### config.mk
export PLATFORM = sky130hd
export DESIGN_NAME = vga_text_window
export DESIGN_NICKNAME = d
export VERILOG_FILES = /design/src/rtl/vga_text_window.sv
export SDC_FILE = /design/constraint.sdc
export NUM_CORES = 1
export LEC_CHECK = 0
export CELL_PAD_IN_SITES_DETAIL_PLACEMENT = 0
export CELL_PAD_IN_SITES_GLOBAL_PLACEMENT = 2
export CORE_MARGIN = 8
export CORE_UTILIZATION = 25
export CTS_CLUSTER_SIZE = 12
export DETAILED_ROUTE_END_ITERATION = 12
export PLACE_DENSITY = 0.85
export SLEW_MARGIN = 25
export SYNTH_ARGS = -nofsm -noshare
export SYNTH_HDL_FRONTEND = slang
export SYNTH_SLANG_ARGS = --single-unit
### constraint.sdc
create_clock -name px_clk -period 4.36 [get_ports px_clk]
set_clock_uncertainty 0.15 [all_clocks]
set_input_delay 0.654 -clock px_clk [delete_from_list [all_inputs] [get_ports px_clk]]
set_output_delay 0.654 -clock px_clk [all_outputs]
set_load 0.02 [all_outputs]
### src/rtl/vga_text_window.sv
// Character-cell text window overlay for a VGA raster: maps the current pixel to a
// text-buffer address, renders one cycle later, and adds a blinking cursor plus per-frame scrolling.
`ifndef WHITE
`define WHITE 3'b111
`endif
`ifndef BLACK
`define BLACK 3'b000
`endif

module vga_text_window #(
    parameter int         LINE         = 0,
    parameter int         COL          = 0,
    parameter int         PZOOM        = 0,
    parameter logic [2:0] PCOLOR       = `WHITE,
    parameter int         WIDTH        = 16,
    parameter int         HEIGHT       = 4,
    parameter int         OFFSET       = 0,
    parameter int         AW           = 12,
    parameter int         BLINK_FRAMES = 30,
    parameter logic       CN2D         = 1'b0
) (
    input  logic          px_clk,
    input  logic          reset,
    input  logic [9:0]    x,
    input  logic [9:0]    y,
    output logic [AW-1:0] addr,
    input  logic [7:0]    din,
    output logic [7:0]    dout,
    output logic [2:0]    color,
    output logic [1:0]    zoom,
    output logic          n2d,
    input  logic          cursor_en,
    input  logic [15:0]   cursor_pos,
    input  logic          scroll_req,
    output logic          scroll_ack
);

    localparam int SH = 3 + PZOOM;
    localparam int BW = $clog2(BLINK_FRAMES + 1);

    typedef enum logic {
        S_IDLE = 1'b0,
        S_ACK  = 1'b1
    } scroll_state_t;

    scroll_state_t state, state_next;

    logic [9:0]    cx, cy;
    logic [11:0]   dx, dy;
    logic          active0;
    logic [7:0]    rel_x, rel_y;
    logic [8:0]    row_sum, phys_row;
    logic [7:0]    scroll_row, scroll_row_next;
    logic          frame_start;
    logic          act_q;
    logic [7:0]    relx_q, rely_q;
    logic [BW-1:0] blink_cnt;
    logic          blink_on;
    logic          hit;

    assign cx = x >> SH;
    assign cy = y >> SH;

    // A cell left of / above the window makes the 12-bit difference wrap, setting bit 11.
    assign dx = {2'b00, cx} - 12'(COL);
    assign dy = {2'b00, cy} - 12'(LINE);
    assign active0 = !dx[11] && (dx < 12'(WIDTH)) && !dy[11] && (dy < 12'(HEIGHT));
    assign rel_x = dx[7:0];
    assign rel_y = dy[7:0];

    // rel_y and scroll_row are both below HEIGHT, so one subtract performs the modulo.
    assign row_sum  = {1'b0, rel_y} + {1'b0, scroll_row};
    assign phys_row = (row_sum >= 9'(HEIGHT)) ? (row_sum - 9'(HEIGHT)) : row_sum;
    assign addr = active0 ? (AW'(OFFSET) + AW'(phys_row) * AW'(WIDTH) + AW'(rel_x)) : '0;

    assign frame_start = (x == 10'd0) && (y == 10'd0);

    always_ff @(posedge px_clk or posedge reset) begin
        if (reset) begin
            act_q  <= 1'b0;
            relx_q <= '0;
            rely_q <= '0;
        end else begin
            act_q  <= active0;
            relx_q <= rel_x;
            rely_q <= rel_y;
        end
    end

    always_ff @(posedge px_clk or posedge reset) begin
        if (reset) begin
            blink_cnt <= '0;
            blink_on  <= 1'b1;
        end else if (frame_start) begin
            if (blink_cnt == BW'(BLINK_FRAMES - 1)) begin
                blink_cnt <= '0;
                blink_on  <= ~blink_on;
            end else begin
                blink_cnt <= blink_cnt + 1'b1;
            end
        end
    end

    always_ff @(posedge px_clk or posedge reset) begin
        if (reset) begin
            state      <= S_IDLE;
            scroll_row <= '0;
        end else begin
            state      <= state_next;
            scroll_row <= scroll_row_next;
        end
    end

    // Scrolling only advances on frame_start so a frame never shows two offsets.
    always_comb begin
        state_next      = state;
        scroll_row_next = scroll_row;
        case (state)
            S_IDLE: begin
                if (frame_start && scroll_req) begin
                    state_next      = S_ACK;
                    scroll_row_next = (scroll_row == 8'(HEIGHT - 1)) ? 8'd0 : (scroll_row + 8'd1);
                end
            end
            S_ACK:   state_next = S_IDLE;
            default: state_next = S_IDLE;
        endcase
    end

    assign scroll_ack = (state == S_ACK);

    assign hit = act_q && cursor_en && blink_on
              && (cursor_pos[15:8] == rely_q) && (cursor_pos[7:0] == relx_q)
              && (cursor_pos[15:8] < 8'(HEIGHT)) && (cursor_pos[7:0] < 8'(WIDTH));

    always_comb begin
        dout  = 8'd0;
        n2d   = 1'b0;
        zoom  = 2'd0;
        color = `BLACK;
        if (act_q) begin
            dout  = din;
            n2d   = CN2D;
            zoom  = 2'(PZOOM);
            color = hit ? ~PCOLOR : PCOLOR;
        end
    end

endmodule

======== Word level (Yosys, flattened, before mapping) ========
Cells that the tools add are included.
storage, ports and cells
  ROM bits ................................ 0
  register bits after elaboration ......... 30
  memories kept ........................... 0
  input port bits ......................... 48
  output and inout port bits .............. 27
  latch bits .............................. 0
  bits in writable memories ............... 0
cells by class
  muxes and demuxes ....................... 9
  $add $sub $neg .......................... 5
  eq/ne operators ......................... 4
  multipliers ............................. 0
  shifts and indexed selects .............. 0
  divide/modulo/power cells ............... 0
  bitwise gates (word level) .............. 2
  reduce and logical (&&, ||, !) cells .... 13
  $lt $le $gt $ge ......................... 5
operator list
  operator                                                                number
  8-bit 2-to-1 mux                                                        3
  10-bit logical NOT                                                      2
  8-bit by 7-bit == test with 1-bit output                                2
  12-bit by 7-bit adder with 12-bit output                                1
  12-bit 2-to-1 mux                                                       1
  7-bit by 8-bit adder with 9-bit output                                  1
  9-bit by 3-bit >= comparator with 1-bit output (second input constant)  1
  1-bit logical AND                                                       9
  8-bit by 1-bit adder with 8-bit output (second input constant)          1
  8-bit by 2-bit == test with 1-bit output (second input constant)        1
  8-bit by 3-bit < comparator with 1-bit output (second input constant)   1
  8-bit by 5-bit < comparator with 1-bit output (second input constant)   1
  8-bit by 3-bit subtractor with 8-bit output (second input constant)     1
  7-bit by 3-bit < comparator with 1-bit output (second input constant)   1
  7-bit by 5-bit < comparator with 1-bit output (second input constant)   1
  3-bit 2-to-1 mux                                                        2
  5-bit by 1-bit adder with 5-bit output (second input constant)          1
  5-bit == test (second input constant)                                   1
  5-bit 2-to-1 mux                                                        1
  2-bit AND reduction                                                     2
  1-bit NOT                                                               2
  1-bit case mux with 2 select lines                                      1
  1-bit 2-to-1 mux                                                        1

======== Longest topological paths before layout ========
Gate-level depths: netlist of run 1.
  word-level depth ........................ 8
  mapped depth ............................ 15
  gate-level depth less buffers ........... 15

======== Worst setup path after synthesis of run 1 ========
Ideal clock, no wire load.
  path type ............................... input to output
  from .................................... input port y[3]
  to ...................................... output port addr[8]
  path buffers ............................ 0
  slack ................................... -0.403 ns
  cell stages on the path ................. 14
  arrival time ............................ 3.959 ns
  cell sequence ........................... ha_1 fa_1 a21oi_1 nor2_1 or3_1 and2_4 a2111oi_4 nor2_1 ha_1 nor2b_1 o21ai_0 xnor2_1 or3_1 a21oi_1
between the ends
  longest elaborated chain between the ends .. 5
  elaborated cells between the ends (all ways) .. 8
  classes of those cells .................. add/sub (3); order compare (2); mux (2); reduce/logical (1)
ends and longest elaborated chain
  item                                                                                                           RTL line  RTL
  from (decl)                                                                                                    25        input logic [9:0] y,
  7-bit by 8-bit adder with 9-bit output                                                                         72        assign row_sum = {1'b0, rel_y} + {1'b0, scroll_row};
  8-bit by 3-bit subtractor with 8-bit output or 9-bit by 3-bit >= comparator with 1-bit output (tied branches)  73        assign phys_row = (row_sum >= 9'(HEIGHT)) ? (row_sum - 9'(HEIGHT)) : row_sum;
  8-bit 2-to-1 mux                                                                                               73
  12-bit by 7-bit adder with 12-bit output                                                                       74        assign addr = active0 ? (AW'(OFFSET) + AW'(phys_row) * AW'(WIDTH) + AW'(rel_x)) : '0;
  12-bit 2-to-1 mux *                                                                                            74
  to (decl)                                                                                                      26        output logic [AW-1:0] addr,
Every way passes the cells marked *; elsewhere a longest branch is shown, timed or not.

======== Worst setup path in the final report of run 1 ========
Same ends and word-level chain as after synthesis.

==> out/metrics.cfg, run 1 <==
[outcome]
run_status=finished, violations left
violations=setup timing

[global_route]
grt_pass1_wl_mm=11.9
antenna_found_initial=0
grt_overflow=0
grt_max_degree=31
grt_pass1_vias=2436
grtUsageTotal_pct=11.6

[logic_synthesis]
synth_ff_type=dfrtp_1
synth-edff-count=0
ys_seq_elements=30
ys_seq_area_share_pct=32.1
netlist_area_mm2=0.00234
ys_types=63
synth_cells=244
synthArstFlopShare_pct=100
yosysWarnings=0
synth.avg_cell_area_um2=9.59

[final_layout]
synthToLayoutAreaGrowth_pct=65.9
antennaDiodeCount=0
utilization_pct=42.4
fin_area_mm2=0.00388
final_net_count=441
layout-drive-gt1-share_pct=34.2

[die]
initial_core_util_pct=25.6
die_h_um=113
coreArea_mm2=0.00915
rows=35
dieArea_mm2=0.0127
boundaryPins=75
die_x_um=113

[critical_path]
cp_num_buf_inv=2
worst_path_most_repeated_cell=nor2_1
cp.arrival_ns=3.78
required_ns=3.56
cp-start-kind=input pin
path_delay_family=simple AND/OR/NAND/NOR gates
crit_fanout=5
crit_type=in2out
crit_slowest_cell=fa_2
crit_chain=buf_8, ha_4, fa_2, a21oi_2, nor2_1, or3_1, and2_4, a2111oi_4, nor2_1, ha_1, nor2b_4, o21ai_4, xnor2_2, or3_4, a21oi_4, buf_6
endpoint_kind=output port
slowest_delay_ns=0.44

[job]
cap_violations=0

[route]
vias=2337
drt_iter0_drc=75
drc=0
dr.pass1.iters=4
routedWlPerCell_um=14.9
drt-total-wl_mm=7.30
routed_via_density=4.79
final_antenna_net_count=0

[clocking]
clock_sinks=30
ctsHtreeMaxLevel=2
path_clk_slew_ns=0.07
cts_tree=built
cts_made_buffers=5
holdBufCountCts=0
insertion_delay_ns=0.28
cts.path.max_buffers=2
cts_root_buf=clkbuf_8

[timing]
worst_pin_slew_ns=0.611
fin_tns_setup_ns=-0.764
fmax_mhz=218
relSlewSlack_pct=59.2
layout_setup_ws_ns=-0.225
maxSlewViolCount=0
final_hold_viol_count=0
timing.final.crit_share_pct=105
setup_viol=4
rsz0062_at_grt=true
min_period_ns=4.59

[placement]
place_area_mm2=0.00360
globalplace.congestion=0.804
port_buffers=71
place_hpwl_mm=6.02

[power]
leakage_nw=1.70
power_mw=0.690
p_per_area_mw_per_mm2=178
ir_drop_v=0.000120

[worst_hold_path]
hp-class=reg2reg

cells by family after synthesis:
family,share of synthesized area (%)
simple gates,27.0
compound gates,16.4
flops,32.1
xor+xnor,8.39
buf+inv,4.86
fa+ha+maj,9.73
mux,1.39
other cells,0.160
flip-flops by register name (all words and copies together), names as in the netlist:
| name | cells |
|---|---|
| blink_cnt | 5 |
| scroll_ack | 1 |
| scroll_row | 8 |
| rely_q | 7 |
| relx_q | 7 |
| blink_on | 1 |
| act_q | 1 |
cell usage in the layout, fill, tap and decap left out, types with 5 or more instances in the layout:
cell type        instances
a21oi_2                  6
clkdlybuf4s50_1         59
buf_4                   64
nor2_1                  18
and2_1                   8
a21oi_1                  6
inv_1                    8
nor4_1                  10
o21ai_0                 10
nand2_1                 12
xnor2_1                  7
ha_1                    10
xor2_1                   9
clkbuf_8                 6
nand3_1                  7
and3_1                   7
dfrtp_1                 29
ha_4                     5
layout make-up:
cell class                      instances  area [µm²]
Multi-Input combinational cell        196        1690
Fill cell                             912        5270
Timing Repair Buffer                  133        1170
Tap cell                              111         139
Inverter                               10        38.8
Clock buffer                            6        82.6
Clock inverter                          2        12.5
Sequential cell                        30         752
per-stage QoR:
| step | hold WS, ns | setup WS (ns) | cells |
|---|---|---|---|
| after floorplan | 0.295 | -0.0279 | 246 |
| after global placement | 0.318 | -1.12 | 474 |
| after detailed placement | 0.321 | -1.17 | 474 |
| after CTS | 0.338 | -0.337 | 488 |
| after global routing | 0.370 | -0.385 | 488 |
| final | 0.337 | -0.225 | 488 |
synthesized netlist by cell type, types with 2 or more instances:
cell	number	area, µm²
fa_1	2	40.0
nor2_1	18	67.6
nand2b_1	3	18.8
dfrtp_1	29	726
nor4_1	11	68.8
nand3_1	8	40.0
buf_4	8	60.1
o21ai_2	2	17.5
and2_1	8	50.1
a21oi_1	13	65.1
or3_1	3	18.8
nand3_2	3	30.0
nand4_1	2	12.5
mux2_2	2	22.5
xor2_1	9	78.8
a211o_1	2	17.5
nor3_1	6	30.0
inv_1	9	33.8
and3_1	7	43.8
a21o_1	5	37.5
o21ai_0	11	55.1
nor2b_1	4	25.0
o31ai_1	4	30.0
nor4_4	2	42.5
a21boi_0	2	15.0
xnor2_1	9	78.8
ha_1	15	188
nand2_1	12	45.0
layer usage:
metal	part of all wire, %	vias to the layer above	global-route usage [%]
met4	1.6	0	3.96
met2	48	73	20.1
li1	-	1146	-
met5	0	-	0
met1	43	1110	13.7
met3	6.9	8	2.93
final timing paths:
path | start | end | slack (ns) | depth (start not counted)
setup / recovery | y[3] | addr[8] | -0.23 | 16
hold / removal | blink_cnt[3] | blink_cnt[3] | 0.34 | 1
setup reg to reg | blink_cnt[1] | blink_cnt[3] | 2.80 | 7
hold reg to reg | blink_cnt[3] | blink_cnt[3] | 0.34 | 1
max in group asynchronous | reset | relx_q[4] | 3.04 | 2
min in group asynchronous | reset | scroll_row[0] | 0.61 | 2
report_power, final:
group | switching, mW | total, mW | internal [mW] | leakage [nW]
Clock | 0.105 | 0.232 | 0.127 | 0.0472
Combinational | 0.0720 | 0.170 | 0.0978 | 1.27
Sequential | 0.00275 | 0.288 | 0.285 | 0.378
repair_timing:
item                       in CTS  in global routing
pin swaps                      18                 20
buffers inserted                7                  1
gates resized for setup        66                  7
setup endpoints to repair       6                  6
No activity file was read; power rests on OpenSTA's default activity.
==> run 2, diff against run 1 <==
--- a/config.mk
+++ b/config.mk
@@ -5,10 +5,8 @@
 export SDC_FILE = /design/constraint.sdc
 export NUM_CORES = 1
 export LEC_CHECK = 0
-export CELL_PAD_IN_SITES_DETAIL_PLACEMENT = 0
-export CELL_PAD_IN_SITES_GLOBAL_PLACEMENT = 2
 export CORE_MARGIN = 8
-export CORE_UTILIZATION = 25
+export CORE_UTILIZATION = 42
 export CTS_CLUSTER_SIZE = 12
 export DETAILED_ROUTE_END_ITERATION = 12
 export PLACE_DENSITY = 0.85
==> out/metrics.cfg, run 2 (synthesized netlist as in run 1, its figures left out) <==
[critical_path]
cp.arrival_ns=3.93  ; +0.15 ns
reg2reg_setup_slack_ns=2.50  ; -0.30 ns
cp-start-kind=input pin
crit_type=in2out
rr_worst_depth=7  ; unchanged
endpoint_kind=output port
crit_fanout=6  ; +1
required_ns=3.56  ; about the same
r2r_end=blink_cnt[2]
cp-startpoint=y[5]
rr_startpoint=blink_cnt[1]

[global_route]
antenna_found_initial=0  ; unchanged
grtUsageTotal_pct=25.0  ; +13 points
grt_max_degree=31  ; unchanged
grt_pass1_wl_mm=16.2  ; +36%
grt_pass1_vias=2982  ; +22%
grt_overflow=0  ; unchanged

[power]
p_switching_mw=0.205  ; +14%
sw_frac_of_total_pct=24.4  ; -1.7 points
clkPwrFrac_pct=42.7  ; +9.1 points
seqPwrFrac_pct=34.5  ; -7.2 points
pwr-share-comb_pct=22.8  ; -1.8 points
leakage_nw=1.82  ; +7.0%
intPower_mw=0.633  ; +24%
ir_drop_v=0.000173  ; +44%
p_per_area_mw_per_mm2=204  ; +15%

[route]
dr.pass1.iters=5  ; +1
routedWlPerCell_um=22.8  ; +52%
vias=2816  ; +20%
final_antenna_net_count=0  ; unchanged
routed_via_density=6.02  ; +26%
drt_iter0_drc=225  ; +200%
drt-total-wl_mm=10.7  ; +46%
drc=0  ; unchanged

[clocking]
cts.path.max_buffers=2  ; unchanged
cts_root_buf=clkbuf_8
path_clk_slew_ns=0.07  ; about the same
cts_tree=built
insertion_delay_ns=0.29  ; about the same
cts_made_buffers=5  ; unchanged
ctsHtreeMaxLevel=2  ; unchanged
holdBufCountCts=0  ; unchanged
clock_sinks=30  ; unchanged

[die]
boundaryPins=75  ; unchanged
initial_core_util_pct=43.0  ; +17 points
die_x_um=90.7  ; -20%
die_h_um=90.7  ; -20%
dieArea_mm2=0.00822  ; -35%
coreArea_mm2=0.00544  ; -41%
rows=27  ; -23%

[worst_hold_path]
min_to=blink_on
hold_depth=1  ; unchanged
hp-class=reg2reg
min_from=blink_on

[final_layout]
synthToLayoutAreaGrowth_pct=75.9
layout_commonest_cell=buf_4
layout_common_cells=buf_4, clkdlybuf4s50_1, dfrtp_1
antennaDiodeCount=0  ; unchanged
largestRegisters=scroll_row: 8 flops, relx_q: 7 flops, rely_q: 7 flops
largest_reg_flops=8  ; unchanged
top_register=scroll_row
utilization_pct=75.7  ; +33 points
layout-drive-gt1-share_pct=39.1  ; +4.9 points
final_net_count=460  ; +4.3%

[outcome]
violations=setup timing
run_status=finished, violations left

[placement]
port_buffers=71  ; unchanged
place_hpwl_mm=6.45  ; +7.2%
globalplace.congestion=0.860  ; +7.0%
post-place-ws_ns=-1.17  ; +0.00149 ns

[job]
cap_violations=0  ; unchanged

[timing]
fmax_mhz=211  ; -3.2%
timing.final.crit_share_pct=109  ; +3.5 points
maxSlewViolCount=0  ; unchanged
min_period_ns=4.74  ; +0.154 ns
layout_setup_ws_ns=-0.379  ; -0.154 ns
worst_pin_slew_ns=0.666  ; +0.0556 ns
relSlewSlack_pct=55.2  ; -4.1 points
setup_viol=5  ; +1
final_hold_viol_count=0  ; unchanged
rsz0062_at_grt=true

-- run 2: cell types whose count changed in the layout (fill, tap and decap cells not counted), moves of 2 or more --
cell | previous run | this run
buf_4 | 64 | 80
ha_1 | 10 | 8
buf_6 | 4 | 7
a21oi_2 | 6 | 4
bufinv_16 | 0 | 2
a21oi_4 | 2 | 4
-- run 2: how the worst max path moves through the flow --
stage          slack (ns)       end
6_report            -0.38  addr[11]
3_3_place_gp        -1.07   addr[8]
5_1_grt             -0.48  addr[11]
4_1_cts             -0.24  addr[11]
3_5_place_dp        -1.17   addr[8]
2_1_floorplan       -0.03   addr[8]
-- run 2: power by group through the flow --
stage               Clock (mW)  Sequential, mW  Combinational [mW]
global placement             0           0.293               0.147
floorplan                    0           0.292              0.0673
global route             0.364           0.289               0.201
detailed placement           0           0.293               0.153
finish                   0.358           0.289               0.191
CTS                      0.355           0.288               0.173
-- run 2: critical path, stage by stage --
cell and delay [ns]:
clkdlybuf4s15_1 0.26, ha_4 0.38, nand2_1 0.09, o2111a_1 0.27
nor3_4 0.24, nand3_2 0.15, a2111oi_4 0.38, nor2_1 0.09
ha_1 0.35, a21o_1 0.18, nand3_2 0.07, o21ba_4 0.25
o21ai_4 0.07, mux2i_1 0.20, o211ai_1 0.12, buf_4 0.18
-- run 2: cell type report --
class	count	area, µm²
Inverter	10	38.8
Clock buffer	6	82.6
Sequential cell	30	753
Multi-Input combinational cell	196	1770
Fill cell	296	1320
Clock inverter	2	60.1
Tap cell	72	90.1
Timing Repair Buffer	152	1330
-- run 2: per-layer routing --
layer  GRT usage [%]  vias to the layer above  part of all wire, %
li1                -                     1192                    -
met1            26.6                     1330                   35
met2            43.3                      216                   47
met3            6.98                       78                   10
met4            14.6                        0                  7.2
met5               0                        -                    0
-- run 2: repair_timing --
item / 4_1_cts / 5_1_grt
setup buffers: 22 / 4
gates resized for setup: 70 / 21
endpoints found under the setup margin: 6 / 6
pin swaps: 27 / 25
-- run 2: through the flow --
stage	TNS (ns)	hold WS, ns	power, mW	std cells	area (µm²)
4_1_cts	-0.812	0.355	0.816	464	4000
5_1_grt	-1.99	0.403	0.855	468	4120
2_1_floorplan	-0.0287	0.295	0.359	246	2410
6_report	-1.39	0.386	0.838	468	4120
3_5_place_dp	-5.79	0.342	0.447	434	3550
3_3_place_gp	-5.22	0.321	0.440	434	3550
